## src/rtl/serial_subtractor_8bits.sv

```systemverilog
// Bit-serial subtractor: Sub_in1 - Sub_in2 - Sub_bin, one bit per clock, LSB first.
// Optional signed-overflow output Sub_ovf is enabled by defining SUB_SIGNED_OVF_EN.
//
// state | meaning
// ------+---------------------------------------------------------------
// IDLE  | waiting for Sub_start; operands are latched on the accepting edge
// SHIFT | processing one bit per edge, LSB first; last bit publishes result
// DONE  | Sub_done high for exactly one cycle, then back to IDLE
module serial_subtractor_8bits #(
  parameter int WIDTH = 8
) (
  input  logic             clk,
  input  logic             rst,
  input  logic             Sub_start,
  input  logic [WIDTH-1:0] Sub_in1,
  input  logic [WIDTH-1:0] Sub_in2,
  input  logic             Sub_bin,
  output logic             Sub_busy,
  output logic             Sub_done,
  output logic [WIDTH-1:0] Sub_diff,
  output logic             Sub_bout
`ifdef SUB_SIGNED_OVF_EN
  ,
  output logic             Sub_ovf
`endif
);

  localparam int CW = $clog2(WIDTH);
  localparam logic [CW-1:0] LAST_BIT = CW'(WIDTH - 1);

  typedef enum logic [1:0] {
    IDLE  = 2'd0,
    SHIFT = 2'd1,
    DONE  = 2'd2
  } state_t;

  state_t           state_q, state_d;
  logic [WIDTH-1:0] op1_q, op1_d;
  logic [WIDTH-1:0] op2_q, op2_d;
  logic             br_q, br_d;
  logic [CW-1:0]    cnt_q, cnt_d;
  // Holds the WIDTH-1 bits produced so far; the final bit joins on the last edge.
  logic [WIDTH-2:0] sh_q, sh_d;
  logic [WIDTH-1:0] diff_q, diff_d;
  logic             bout_q, bout_d;
  logic             done_q, done_d;
`ifdef SUB_SIGNED_OVF_EN
  logic             ovf_q, ovf_d;
`endif

  logic             bit_a, bit_b, d_bit, br_nxt;
  logic [WIDTH-1:0] res;

  assign bit_a  = op1_q[cnt_q];
  assign bit_b  = op2_q[cnt_q];
  assign d_bit  = bit_a ^ bit_b ^ br_q;
  assign br_nxt = (~bit_a & bit_b) | (~(bit_a ^ bit_b) & br_q);
  assign res    = {d_bit, sh_q};

  // State and datapath registers; synchronous reset clears everything.
  always_ff @(posedge clk) begin
    if (rst) begin
      state_q <= IDLE;
      op1_q   <= '0;
      op2_q   <= '0;
      br_q    <= 1'b0;
      cnt_q   <= '0;
      sh_q    <= '0;
      diff_q  <= '0;
      bout_q  <= 1'b0;
      done_q  <= 1'b0;
`ifdef SUB_SIGNED_OVF_EN
      ovf_q   <= 1'b0;
`endif
    end else begin
      state_q <= state_d;
      op1_q   <= op1_d;
      op2_q   <= op2_d;
      br_q    <= br_d;
      cnt_q   <= cnt_d;
      sh_q    <= sh_d;
      diff_q  <= diff_d;
      bout_q  <= bout_d;
      done_q  <= done_d;
`ifdef SUB_SIGNED_OVF_EN
      ovf_q   <= ovf_d;
`endif
    end
  end

  // Next-state and datapath update for the handshake and bit-serial borrow chain.
  always_comb begin
    state_d = state_q;
    op1_d   = op1_q;
    op2_d   = op2_q;
    br_d    = br_q;
    cnt_d   = cnt_q;
    sh_d    = sh_q;
    diff_d  = diff_q;
    bout_d  = bout_q;
    done_d  = 1'b0;
`ifdef SUB_SIGNED_OVF_EN
    ovf_d   = ovf_q;
`endif
    case (state_q)
      IDLE: begin
        if (Sub_start) begin
          op1_d   = Sub_in1;
          op2_d   = Sub_in2;
          br_d    = Sub_bin;
          cnt_d   = '0;
          sh_d    = '0;
          state_d = SHIFT;
        end
      end
      SHIFT: begin
        sh_d  = res[WIDTH-1:1];
        br_d  = br_nxt;
        cnt_d = cnt_q + 1'b1;
        if (cnt_q == LAST_BIT) begin
          diff_d  = res;
          bout_d  = br_nxt;
          done_d  = 1'b1;
`ifdef SUB_SIGNED_OVF_EN
          // Borrow into the MSB differs from borrow out of it on signed overflow.
          ovf_d   = br_q ^ br_nxt;
`endif
          state_d = DONE;
        end
      end
      DONE: begin
        state_d = IDLE;
      end
      default: begin
        state_d = IDLE;
      end
    endcase
  end

  assign Sub_busy = (state_q != IDLE);
  assign Sub_done = done_q;
  assign Sub_diff = diff_q;
  assign Sub_bout = bout_q;
`ifdef SUB_SIGNED_OVF_EN
  assign Sub_ovf  = ovf_q;
`endif

endmodule

```

## config.mk

```make
export PLATFORM = sky130hd
export DESIGN_NAME = serial_subtractor_8bits
export DESIGN_NICKNAME = d
export VERILOG_FILES = /design/src/rtl/serial_subtractor_8bits.sv
export SDC_FILE = /design/constraint.sdc
export NUM_CORES = 1
export LEC_CHECK = 0
export CAP_MARGIN = 25
export CORE_MARGIN = 8
export CORE_UTILIZATION = 40
export DETAILED_ROUTE_END_ITERATION = 10
export PLACE_DENSITY = 0.67
export SKIP_CTS_REPAIR_TIMING = 1
export SLEW_MARGIN = 0
export SYNTH_ARGS = -nofsm -noshare
export SYNTH_HDL_FRONTEND = slang
export SYNTH_SLANG_ARGS = --single-unit
export TNS_END_PERCENT = 20
```

## constraint.sdc

```tcl
create_clock -name clk -period 2 [get_ports clk]
set_input_delay 0.4 -clock clk [delete_from_list [all_inputs] [get_ports clk]]
set_output_delay 0.4 -clock clk [all_outputs]
set_load 0.03 [all_outputs]
```

==> qor.yml, run 1 <==
crit-reg2reg-launch: "cnt_q[0]"
synth.yosys.seq_area_share_pct: 49.1
vdd_drop_max_mv: 0.498
share_seq_of_total_power_pct: 52.2
leakage_nw: 0.758
global_route.overflow_total: 0
timing.critical_path.required_ns: 2.22
finalCoreUtilization_pct: 52.8
grt_pass1_wl_mm: 5.53
r2r_slack_ns: -0.01
floorplan.die.height_um: 79.0
outcome: "finished, violations left"
number_of_buffers_created_by_cts: 5
worst_clock_skew_ns: 0.00565
worst_r2r_endpoint: "Sub_diff[7]"
clock_tree.htree_level_count: 2
synth.lib_cells_used.distinct: 27
critical_path_cell_by_cell: "mux4_2, mux2_4, fa_2, nand3_2, a21oi_2"
yosys_most_used_dff: "sky130_fd_sc_hd__dfxtp_1"
hold_class: "flop to flop"
ff2ff_path_depth: 5
asyncSetResetFlopFracSynth_pct: 0
drt_wl_total_mm: 3.39
grt_util_all_layers_pct: 11.3
die_width_um: 79.0
startpoint_type: "flop"
grt_setup_unrepaired: "yes"
period_share_pct: 101
worstSkewPairLatency_ns: 0.29
rd_place_congestion: 0.764
post_drt_via_cell_ratio: 5.09
synth.top_cell.area_share_pct: 49.1
post_synth_instance_area_um2: 1590
max_slew_vio_count: 0
ant_nets: 0
dp_hpwl_mm: 2.47
failed_checks: "setup timing"
netSwitchingPower_uw: 363
cellInternalPower_mw: 1.21
crit_path_largest_cell_delay_ns: 0.56
final-hold-violation-count: 0
syn_inst: 172
layout.nets: 228
synth.ff_latch_count: 39
drv_cap: 0
p_comb_share_pct: 11.2
area.growth.synth_to_final_pct: 30.0
area_of_the_core_region_um2: 3910
yosysMostFrequentCell: "sky130_fd_sc_hd__nand2_1"
port-buffer-count: 30
antenna_violations_before_repair: 0
cts_num_sinks: 39
worst_path_max_delay_cell: "sky130_fd_sc_hd__fa_2"
ios: 31
detail_route.iter0.violations: 66
first_global_vias: 1239
worst-slew-pin-transition_ns: 0.546
clock_path_buffers: 2
final.min_clock_period_ns: 2.01
critPathMaxFanout: 5
placed_cell_area_um2: 1950
placement_rows: 23
clock_power_share_pct: 36.7
cp_num_cells: 5
synth_top_area_cell: "sky130_fd_sc_hd__dfxtp_1"
total_die_area_um2: 6250
crit_path_end: "Sub_diff[7]"
start_util_pct: 40.6
cpLargestDelayFamily: "multiplexers"
route.detailed.drc: 0
post-place-ws_ns: -0.0383
final.setup.worst_slack_ns: -0.0128
dr_total_vias: 1303
worst-path-buf-inv: 0
synth_edf_count: 0
synth.area.top_cells: "sky130_fd_sc_hd__dfxtp_1 49%, sky130_fd_sc_hd__nand2_1 9.4%, sky130_fd_sc_hd__a21oi_1 8.2%"
switching_fraction_of_total_power_pct: 23.1
count_of_synthesis_stage_warnings_from_yosys: 0
synth_nets: 195
slew_headroom_pct: 63.5
path_class: "flop to flop"
hold-path-cell-count: 2
worst_setup_path_startpoint: "cnt_q[0]"
total_power_per_unit_cell_area_nw_per_um2: 761
stdcell_area_um2: 2070
synth.cells.most_frequent: "40 x sky130_fd_sc_hd__nand2_1, 39 x sky130_fd_sc_hd__dfxtp_1, 26 x sky130_fd_sc_hd__a21oi_1"
clk_root_buffer_cell: "sky130_fd_sc_hd__clkbuf_8"
tritoncts: "done"
grt_max_degree: 22
antenna_cells_inserted: 0
drt_first_pass_iters: 4
report.final.setup_viol: 2
cp.arrival_ns: 2.23
crit_path_end_kind: "flop"
total_power_mw: 1.57
routed_wire_length_per_instance_um: 13.2
achievable-frequency_mhz: 497
avgSynthCellArea_um2: 9.24
post_route_cells_drive_above_1_share_pct: 15.0
clkTransAtPathRegs_ns: 0.07
## final cells by class
class	instances	area (um^2)
clock inverter	1	7.51
multi-input combinational	118	736
sequential	39	786
clock buffer	7	96.3
fill	387	1850
timing repair buffer	39	370
tap	50	62.6
inverter	2	7.51
## cell families after synthesis
group	Yosys count	synth area share, %
AND/OR/NAND/NOR	68	18.6
adder cells (fa/ha/maj)	3	2.83
multiplexers	8	9.21
buffers and inverters	15	5.51
flip-flops	39	49.1
AO/OA/AOI/OAI	39	14.7
## sequential cells by signal, summed over array words and instances (netlist names)
| name | cells |
|---|---|
| op2_q | 8 |
| br_q | 1 |
| Sub_bout | 1 |
| cnt_q | 3 |
| state_q | 2 |
| Sub_done | 1 |
| Sub_diff | 8 |
| op1_q | 8 |
| sh_q | 7 |
## cell usage in the layout, fill, tap and decap left out, drive strengths merged
cell type and n:
dfxtp 39, nor3b 1, mux2 1, nand2 40, clkinvlp 1, or2 1, clkbuf 7, or3b 1
a22oi 9, a21oi 26, o21a 1, inv 2, fa 1, mux2i 3, clkdlybuf4s50 29, dlymetal6s2s 1
buf 9, o21bai 1, mux4 4, a221oi 1, nand3 8, a311oi 1, nor3 1, ha 2
nor2 14, nand3b 1, nor2b 1
## worst min-delay path: cells and delay by family (launching register included)
kind / cells / cell delay (ns)
compound gates: 1 / 0.05
flops: 1 / 0.31
simple gates: 1 / 0.05
## metrics by stage
step / cells / setup TNS, ns / hold slack [ns]
floorplan: 172 / -0.00586 / 0.432
detailed placement: 248 / -0.0628 / 0.444
finish: 256 / -0.0166 / 0.453
global route: 256 / -0.206 / 0.486
global placement: 248 / -0.00691 / 0.444
CTS: 256 / -0.174 / 0.455
## worst min-delay path by stage
stage	slack (ns)	from	to
after floorplan	0.43	op2_q[1]	op2_q[1]
after global placement	0.44	Sub_diff[2]	Sub_diff[2]
after detailed placement	0.44	op2_q[0]	op2_q[0]
after CTS	0.45	op2_q[0]	op2_q[0]
after global routing	0.49	Sub_diff[5]	Sub_diff[5]
final	0.45	Sub_diff[2]	Sub_diff[2]
## power by group through the flow
stage | Clock, mW | Sequential, mW | Combinational, mW
5_1_grt | 0.624 | 0.823 | 0.193
3_5_place_dp | 0 | 0.837 | 0.170
2_1_floorplan | 0 | 0.830 | 0.114
6_report | 0.576 | 0.820 | 0.175
3_3_place_gp | 0 | 0.836 | 0.165
4_1_cts | 0.594 | 0.819 | 0.171
## metal layers
| layer | routed length [um] | global-route usage [%] | up-vias |
|---|---|---|---|
| met4 | 54 | 5.56 | 0 |
| li1 | - | - | 653 |
| met5 | 0 | 0 | - |
| met1 | 1510 | 13.0 | 619 |
| met2 | 1670 | 17.8 | 27 |
| met3 | 161 | 4.29 | 4 |
Power figures use the tool's default switching activity.
==> inputs of run 2 (changes only) <==
- TNS_END_PERCENT: 20 -> not set
==> results of run 2 <==
Final layout, timing and power as in run 1 (identical DEF).
==> inputs of run 3 (changes only) <==
- PLACE_DENSITY: 0.67 -> not set
- TNS_END_PERCENT: not set -> 30
- clock period: 2 -> 2.3 ns (I/O delays scaled with it)
==> run 3 against run 2 <==
  * The flow now finishes without violations
  * First-iteration DRC count up 45%
  * Worst hold slack about the same
  * Clock skew shrank 0.0033 ns
  * Largest power group unchanged
  * Cell area shrank 0.91%
  * Clock power barely moved
  * Utilization is 0.48 points lower
  * Sequential share of layout area up 0.10 points
  * Critical endpoint is now br_q
==> qor.yml, run 3 (same netlist as run 1, synthesis figures left out) <==
outcome: "finished, final reports clean"
ant_nets: 0
placed_cell_area_um2: 1930
post_drt_via_cell_ratio: 5.07
global_route.overflow_total: 0
grt_util_all_layers_pct: 11.7
most-common-layout-cells: "40 x sky130_fd_sc_hd__nand2_1, 39 x sky130_fd_sc_hd__dfxtp_1, 30 x sky130_fd_sc_hd__clkdlybuf4s50_1"
port-buffer-count: 30
period_share_pct: 93.7
route.detailed.drc: 0
grt_setup_unrepaired: "no"
hold_class: "flop to flop"
area_of_the_core_region_um2: 3910
vdd_drop_max_mv: 0.366
layout.area.seq_um2: 781
total_die_area_um2: 6250
worst_path_max_delay_cell: "sky130_fd_sc_hd__mux4_1"
detail_route.iter0.violations: 96
final.min_clock_period_ns: 2.15
achievable-frequency_mhz: 464
cts_num_sinks: 39
dpl.cell_count: 245
first_global_vias: 1224
path_class: "flop to flop"
multi_input_area_um2: 721
fin_tns_setup_ns: 0
grt_pass1_wl_mm: 5.86
rd_place_congestion: 0.745
leakage_nw: 0.758
placement_rows: 23
drt_first_pass_iters: 4
ios: 31
total_power_per_unit_cell_area_nw_per_um2: 699
layout.nets: 225
stdcell_area_um2: 2050
grt_max_degree: 23
max_slew_vio_count: 0
timing.critical_path.required_ns: 2.53
filler_cell_count: 391
post_route_cells_drive_above_1_share_pct: 8.87
antenna_violations_before_repair: 0
final-hold-violation-count: 0
critical_path_cell_by_cell: "mux4_1, mux2_2, fa_1, a221oi_1, o21a_1"
startpoint_type: "flop"
worstSkewPairLatency_ns: 0.28
final_cells: 253
start_util_pct: 40.6
dp_hpwl_mm: 2.51
clk_root_buffer_cell: "sky130_fd_sc_hd__clkbuf_8"
clock_tree.htree_level_count: 2
antenna_cells_inserted: 0
routed_wire_length_per_instance_um: 13.5
dr_total_vias: 1282
floorplan.die.height_um: 79.0
tritoncts: "done"
hold_ws_ns: 0.454
clkTransAtPathRegs_ns: 0.07
worst-slew-pin-transition_ns: 0.503
report.final.setup_viol: 0
worst-path-buf-inv: 0
drt_wl_total_mm: 3.42
layout_commonest_cell: "sky130_fd_sc_hd__nand2_1"
slew_headroom_pct: 66.4
die_width_um: 79.0
crit_path_largest_cell_delay_ns: 0.57
critPathMaxFanout: 4
clock_path_buffers: 2
drv_cap: 0
area.growth.synth_to_final_pct: 28.8
cp.arrival_ns: 2.39
worst_clock_skew_ns: 0.00231
crit_path_end_kind: "flop"
number_of_buffers_created_by_cts: 5
cpLargestDelayFamily: "multiplexers"
## run 3: cell count changes in the layout (fill, tap and decap cells not counted), sizes merged
cell,previous run,this run
clkbuf,7,6
dlymetal6s2s,1,0
bufinv,0,1
buf,9,6
clkinv,0,1
clkinvlp,1,0
clkdlybuf4s50,29,30
## run 3: metrics by stage
stage | utilization [%] | power [mW] | setup slack [ns]
6_report | 52.3 | 1.43 | 0.145
5_1_grt | 52.3 | 1.50 | 0.0574
3_5_place_dp | 49.3 | 0.871 | 0.136
4_1_cts | 52.3 | 1.45 | 0.124
2_1_floorplan | - | 0.815 | 0.218
3_3_place_gp | 49.3 | 0.866 | 0.214
## run 3: worst min-delay path, cell delays in order, from the launching register on
cell and delay [ns]:
sky130_fd_sc_hd__dfxtp_1 0.31, sky130_fd_sc_hd__nand2_1 0.05, sky130_fd_sc_hd__a21oi_1 0.05
## run 3: final timing paths
| check | from | endpoint | slack, ns | cells after the start |
|---|---|---|---|---|
| max | cnt_q[0] | br_q | 0.15 | 5 |
| min | Sub_diff[2] | Sub_diff[2] | 0.45 | 2 |
| max reg2reg | cnt_q[0] | br_q | 0.15 | 5 |
| min reg2reg | Sub_diff[2] | Sub_diff[2] | 0.45 | 2 |
## run 3: report_power, final
part / internal [mW] / switching (mW) / total (mW) / leakage, nW
logic: 0.0753 / 0.0651 / 0.140 / 0.380
registers: 0.698 / 0.0177 / 0.715 / 0.317
clock network: 0.351 / 0.224 / 0.575 / 0.0612
total: 1.12 / 0.307 / 1.43 / 0.758
## run 3: metal layers
layer  GRT usage, %  up-vias  share of wire (%)
met3           3.05        5                5.4
met1           13.7      595                 44
li1               -      649                  -
met2           19.5       33                 49
met4           5.56        0                1.5
met5              0        -                  0
## run 3: layout make-up
class | count | area share, %
repair buffers | 36 | 17.5
inverters | 2 | 0.367
clock inverters | 2 | 1.71
clock buffers | 6 | 4.03
multi-input cells | 118 | 35.2
well taps | 50 | 3.06
flip-flops and latches | 39 | 38.1
